--- src/rtl/arbitro_enrutamiento_param.sv ---
// Virtual-channel to destination router: one grant per cycle (strict priority or
// round-robin), registered per-destination write port, forwarded/dropped word counters.
module arbitro_enrutamiento_param #(
    parameter int NUM_VC     = 2,
    parameter int NUM_DEST   = 2,
    parameter int DATA_WIDTH = 6,
    parameter int DEST_LSB   = 4,
    parameter int MODE       = 0
) (
    input  logic                           clk,
    input  logic                           reset_L,
    input  logic [NUM_VC*DATA_WIDTH-1:0]   VC_data,
    input  logic [NUM_VC-1:0]              VC_empty,
    input  logic [NUM_DEST-1:0]            D_pause,
    output logic [NUM_VC-1:0]              VC_pop,
    output logic [NUM_DEST*DATA_WIDTH-1:0] D_out,
    output logic [NUM_DEST-1:0]            D_push,
    output logic [7:0]                     drop_cnt,
    output logic [NUM_DEST*8-1:0]          fwd_cnt
);

    localparam int DB    = $clog2(NUM_DEST);
    localparam int VB    = $clog2(NUM_VC);
    localparam int DSPAN = 1 << DB;
    // One bit per encodable destination code; codes at or above NUM_DEST are drops.
    localparam logic [DSPAN-1:0] VALID_MASK = DSPAN'((64'd1 << NUM_DEST) - 64'd1);

    function automatic logic [DB-1:0] dest_of(input logic [DATA_WIDTH-1:0] word);
        return word[DEST_LSB +: DB];
    endfunction

    function automatic logic [VB-1:0] wrap_idx(input logic [VB-1:0] base, input int off);
        int s;
        s = int'(base) + off;
        if (s >= NUM_VC) s = s - NUM_VC;
        return VB'(s);
    endfunction

    logic [NUM_VC-1:0][DATA_WIDTH-1:0] w_words_p0;
    logic [DSPAN-1:0]                  w_pause_p0;
    logic [NUM_VC-1:0]                 w_elig_p0;
    logic [VB-1:0]                     w_start_p0;
    logic [VB-1:0]                     w_gnt_idx_p0;
    logic                              w_gnt_vld_p0;
    logic [DATA_WIDTH-1:0]             w_gnt_word_p0;
    logic [DB-1:0]                     w_gnt_dest_p0;

    logic [VB-1:0]                          r_last;
    logic [NUM_DEST-1:0]                    r_push_p1;
    logic [NUM_DEST-1:0][DATA_WIDTH-1:0]    r_dout_p1;
    logic [NUM_DEST-1:0][7:0]               r_fwd_p1;
    logic [7:0]                             r_drop_p1;

    // Stage p0: eligibility and grant, all combinational from FIFO heads and pause.
    assign w_words_p0 = VC_data;
    assign w_pause_p0 = DSPAN'(D_pause);

    always_comb begin
        w_elig_p0 = '0;
        for (int i = 0; i < NUM_VC; i++) begin
            w_elig_p0[i] = !VC_empty[i] &&
                           (!VALID_MASK[dest_of(w_words_p0[i])] ||
                            !w_pause_p0[dest_of(w_words_p0[i])]);
        end
    end

    always_comb begin
        w_start_p0 = '0;
        if (MODE == 1) w_start_p0 = wrap_idx(r_last, 1);
    end

    // Scan downward so the candidate closest to the start position wins.
    always_comb begin
        w_gnt_vld_p0 = 1'b0;
        w_gnt_idx_p0 = '0;
        for (int k = NUM_VC - 1; k >= 0; k--) begin
            if (w_elig_p0[wrap_idx(w_start_p0, k)]) begin
                w_gnt_vld_p0 = 1'b1;
                w_gnt_idx_p0 = wrap_idx(w_start_p0, k);
            end
        end
    end

    assign w_gnt_word_p0 = w_words_p0[w_gnt_idx_p0];
    assign w_gnt_dest_p0 = dest_of(w_gnt_word_p0);

    always_comb begin
        VC_pop = '0;
        if (w_gnt_vld_p0 && !reset_L) VC_pop[w_gnt_idx_p0] = 1'b1;
    end

    // Stage p1: destination write port and counters, one cycle after the grant.
    always_ff @(posedge clk or posedge reset_L) begin
        if (reset_L) begin
            r_last    <= VB'(NUM_VC - 1);
            r_push_p1 <= '0;
            r_dout_p1 <= '0;
            r_fwd_p1  <= '0;
            r_drop_p1 <= '0;
        end else begin
            r_push_p1 <= '0;
            if (w_gnt_vld_p0) begin
                r_last <= w_gnt_idx_p0;
                if (VALID_MASK[w_gnt_dest_p0]) begin
                    r_push_p1[w_gnt_dest_p0] <= 1'b1;
                    r_dout_p1[w_gnt_dest_p0] <= w_gnt_word_p0;
                    r_fwd_p1[w_gnt_dest_p0]  <= r_fwd_p1[w_gnt_dest_p0] + 8'd1;
                end else begin
                    r_drop_p1 <= r_drop_p1 + 8'd1;
                end
            end
        end
    end

    assign D_push   = r_push_p1;
    assign D_out    = r_dout_p1;
    assign fwd_cnt  = r_fwd_p1;
    assign drop_cnt = r_drop_p1;

endmodule

--- config.mk ---
export PLATFORM = sky130hd
export DESIGN_NAME = arbitro_enrutamiento_param
export DESIGN_NICKNAME = d
export VERILOG_FILES = /design/src/rtl/arbitro_enrutamiento_param.sv
export SDC_FILE = /design/constraint.sdc
export NUM_CORES = 1
export LEC_CHECK = 0
export CAP_MARGIN = 10
export CELL_PAD_IN_SITES_DETAIL_PLACEMENT = 1
export CELL_PAD_IN_SITES_GLOBAL_PLACEMENT = 2
export CORE_ASPECT_RATIO = 0.8
export CORE_UTILIZATION = 29
export CTS_CLUSTER_SIZE = 12
export DETAILED_ROUTE_END_ITERATION = 8
export HOLD_SLACK_MARGIN = 0.08
export PLACE_DENSITY = 0.81
export SKIP_LAST_GASP = 1
export SYNTH_ARGS = -nofsm -noshare
export SYNTH_HDL_FRONTEND = slang
export SYNTH_SLANG_ARGS = --single-unit
--- constraint.sdc ---
create_clock -name clk -period 3.05 [get_ports clk]
set_input_delay 0.4575 -clock clk [delete_from_list [all_inputs] [get_ports clk]]
set_output_delay 0.4575 -clock clk [all_outputs]
set_load 0.005 [all_outputs]
# Word level (Yosys, flattened, before mapping)
# Cells that the tools add are included.
# word_totals
register_bits	38
inputBits	18
out_inout_bits	40
word_cells	58
# op_classes
addsub	2
n_lt_le_gt_ge	6
muxes	27
bitwise	1
n_reduce_logical	16
# op_table
op	n
$mux W8	3
$mux W6	3
$add A8 B1 Y8 const B	2
$bwmux W16	1
$bwmux W12	1
$mux W1	12
$demux W8 S1	1
$lt A1 B2 Y1 const B	4
$logic_not A1 Y1	7
$demux W6 S1	1
$mux W2	3
$logic_and A1 B1 Y1	5
$reduce_and A2 Y1	2
$demux W1 S1	2
$ge A1 B1 Y1 const B	2
$logic_or A1 B1 Y1	2
$not A1 Y1	1

# Depth between registers and ports, before layout
# logic_depth
word_depth	15
depth_mapped	10
ltp_nobuf	9

# Worst setup path before layout
# OpenSTA, ideal clock, no wires.
# synth_path
kind	input port to flip-flop
from	input VC_empty[0]
to	register r_fwd_p1, in the netlist fwd_cnt[14]
setup_time_ns	0.138
t_arrival_ns	2.206
t_required_ns	2.912
setup_slack_ns	0.706
cell_stages	10
path_buffers	1
cell_sequence	nand2b_1 > o221a_1 > and2_1 > buf_2 > mux2_1 > ha_1 > and3_1 > nand3_1 > nand4b_1 > o221ai_1
# synth_between
elab_chain_cells	10
elab_cells_between_ends	16
cone_classes	1 x add/sub; 2 x order compare; 9 x mux; 4 x reduce/logical
# synth_rtl
element	line	rtl
from (decl)	13	input logic [NUM_VC-1:0] VC_empty,
$logic_not A1 Y1 (*)	61	w_elig_p0[i] = !VC_empty[i] &&
$logic_and A1 B1 Y1 (*)	61	
branches (longest 8 deep; another with $add A8 B1 Y8)	-	
to (signal, indexed assignment)	107	r_fwd_p1[w_gnt_dest_p0] <= r_fwd_p1[w_gnt_dest_p0] + 8'd1;
to (decl)	51	logic [NUM_DEST-1:0][7:0] r_fwd_p1;
# Mark *: on every way between the ends. The select of a mux whose other input is x is not followed.
# A chain may end at the register's enable or synchronous reset.

# Worst setup path in the final report
# layout_path
from	input VC_data[10]
to	register r_fwd_p1, in the netlist fwd_cnt[14]
# layout_between
elab_chain_cells	14
elab_cells_between_ends	20
cone_classes	1 x add/sub; 2 x order compare; 12 x mux; 5 x reduce/logical
# layout_rtl
element	line	rtl
from (decl)	12	input logic [NUM_VC*DATA_WIDTH-1:0] VC_data,
branches (longest 14 deep; another with $add A8 B1 Y8)	-	
# Parallel ways; which one is timed is not known. The select of a mux whose other input is x is not followed.

==> out/qor.yml <==
path_clk_slew_ns: 0.06
grt_pass1_vias: 1437
arrival_ns: 2.91
grt_pass1_wl_um: 7130
nets: 221
power_mw: 1.58
p_int_mw: 1.07
cts_setup_buffers: 0
maxCapViolCount: 0
syn2layout_area_growth_pct: 40.4
die_w_um: 85.4
dp_hpwl_um: 3330
synth_common_cells: "30 x dfrtp_1, 17 x mux2_2, 9 x nand3_1, 8 x buf_4, 7 x inv_1"
diodes: 0
p_switching_mw: 0.507
synth_area_leaders: "dfrtp_1 47%, mux2_2 12%, buf_4 3.7%"
synthArstFlopShare: 1.00
synth-seq-cells: 30
drtPass1Iterations: 4
status: "finished, final reports clean"
grt_overflow: 0
die_height_um: 68.7
max_freq_ghz: 0.360
placed_cell_area_um2: 2180
hp-class: "reg -> reg"
place_ws_ns: -0.0498
cp_slowest_cell: "clkdlybuf4s50_1"
layout-drive-gt1-share: 0.194
final_hold_viol_count: 0
cts_sinks: 30
cts.repair.resized: 0
hold_buffers: 0
drc_errors: 0
synth-main-ff-cell: "dfrtp_1"
yosysMostFrequentCell: "dfrtp_1"
min_period_ns: 2.78
pin_count: 58
dr.first_iter.drc_count: 74
rsz0062_at_grt: "no"
cts_tree: "built"
final_area_um2: 2260
drv_slew: 0
cp.required_ns: 3.19
peakVddDrop_uv: 234
rows: 23
postSynthAreaPerCell_um2: 11.3
antenna_found_initial: 0
start_util: 0.311
crit_type: "in -> reg"
htreeDepth: 2
synth_cell_types: 43
max_slew.worst_pin.slew_ns: 0.506
critPathLaunchType: "input port"
post-route-period-util: 0.910
yosysWarnings: 0
portBuffers: 49
ys_seq_area_frac: 0.465
setup_viol: 0
routed_wl_um: 4350
clkPwrFrac: 0.199
synth_edf_count: 0
gp_congestion: 0.812
syn_inst: 143
power_density_nw_per_um2: 696
grt_max_degree: 31
crit_path_cell_trace: "clkdlybuf4s50_1 > nor4bb_1 > a21oi_1 > and2_1 > mux2_1 > ha_1 > and3_1 > nand3_1 > nand4b_1 > o221ai_1"
cts-root-buf: "clkbuf_8"
insertion_delay_ns: 0.27
synth_top_area_frac: 0.465
p_comb_frac: 0.377
numCtsBuffers: 5
seq_power_share: 0.423
p_sw_frac: 0.322
fin_skew_ns: 0.00701
antenna_left: 0
crit_fanout: 5
crit_path_end_kind: "flip-flop"
clock_path_buffers: 2
via_count: 1344
dieArea_um2: 5870
syn_area_um2: 1610
grtUsageTotal: 0.158
routedWlPerCell_um: 16.5
leakage_nw: 0.954
timing.slew.headroom: 0.663
slowest_delay_ns: 0.50
coreArea_um2: 5180
avgViaCountPerCell: 5.11
synth_top_cell_by_area: "dfrtp_1"
finalWorstSetupSlack_ns: 0.275
## kinds of logic after synthesis
kind of cell	Yosys count	synth area share
AO/OA/AOI/OAI	21	0.123
XOR/XNOR	6	0.0326
adder cells (fa/ha/maj)	1	0.00776
buffers and inverters	20	0.0721
flip-flops	30	0.465
multiplexers	21	0.146
other	1	0.00233
AND/OR/NAND/NOR	43	0.151
## layout make-up
type / count / area [um2]
tap: 62 / 77.6
multi-input combinational: 100 / 772
fill: 574 / 2920
inverter: 8 / 31.3
sequential: 30 / 751
clock buffer: 6 / 82.6
timing repair buffer: 57 / 551
## state kept, by name, summed over array words and instances (netlist names)
name,count
fwd_cnt,16
D_out,12
D_push,2
## cell usage in the layout (no fill, tap or decap), types with 2 or more instances in the layout
cell              n
and3_1            3
nor4_1            2
o211ai_2          3
conb_1            8
nand3_1           9
clkdlybuf4s50_1  49
dfrtp_1          30
o21ai_0           4
mux2_1            3
nand4_1           3
nor2_1            4
buf_4             8
xor2_1            3
clkbuf_8          6
mux2_2           17
nand2b_1          3
nor3_1            4
inv_1             7
or4_1             2
o221ai_1          3
and2_1            4
xnor2_1           3
nand2_1           4
## critical path, delay by kind of cell
| kind | cells | cell delay (ns) |
|---|---|---|
| AO/OA/AOI/OAI | 2 | 0.42 |
| adder cells (fa/ha/maj) | 1 | 0.25 |
| buffers and inverters | 1 | 0.50 |
| multiplexers | 1 | 0.36 |
| AND/OR/NAND/NOR | 5 | 0.93 |
## metal layers
layer  wire length (um)  share of wire  vias to the layer above  track usage
met2               2140           0.49                       43        0.279
li1                   -              -                      625            -
met3                276          0.064                        4       0.0536
met1               1900           0.44                      672        0.190
met5                  0              0                        -            0
met4                 33         0.0076                        0       0.0375
## power groups by stage
stage                     registers [mW]  clock network, mW  logic [mW]
final                              0.667              0.314       0.595
after global routing               0.690              0.342       0.655
after CTS                          0.669              0.323       0.605
after detailed placement           0.676                  0       0.600
after global placement             0.665                  0       0.581
after floorplan                    0.647                  0       0.262
## worst paths after layout
path                       slack (ns)                 endpoint  cells after the start              startpoint
min reg2reg                      0.48    D_out[10]$_DFFE_PP0P_                      1   D_out[10]$_DFFE_PP0P_
min                              0.48    D_out[10]$_DFFE_PP0P_                      1   D_out[10]$_DFFE_PP0P_
min in group asynchronous        0.64   fwd_cnt[2]$_DFFE_PP0P_                      3                 reset_L
max reg2reg                      1.34  fwd_cnt[14]$_DFFE_PP0P_                      6  fwd_cnt[1]$_DFFE_PP0P_
max                              0.27  fwd_cnt[14]$_DFFE_PP0P_                     10             VC_data[10]
max in group asynchronous        2.12  fwd_cnt[12]$_DFFE_PP0P_                      3                 reset_L
## stage by stage
| stage | hold slack, ns | util | setup TNS, ns | instances |
|---|---|---|---|---|
| global route | 0.492 | 0.437 | 0 | 263 |
| floorplan | 0.465 | - | 0 | 150 |
| finish | 0.475 | 0.437 | 0 | 263 |
| detailed placement | 0.463 | 0.421 | -0.0498 | 257 |
| CTS | 0.482 | 0.437 | 0 | 263 |
| global placement | 0.456 | 0.421 | 0 | 257 |
No activity file was read; power rests on OpenSTA's default activity.
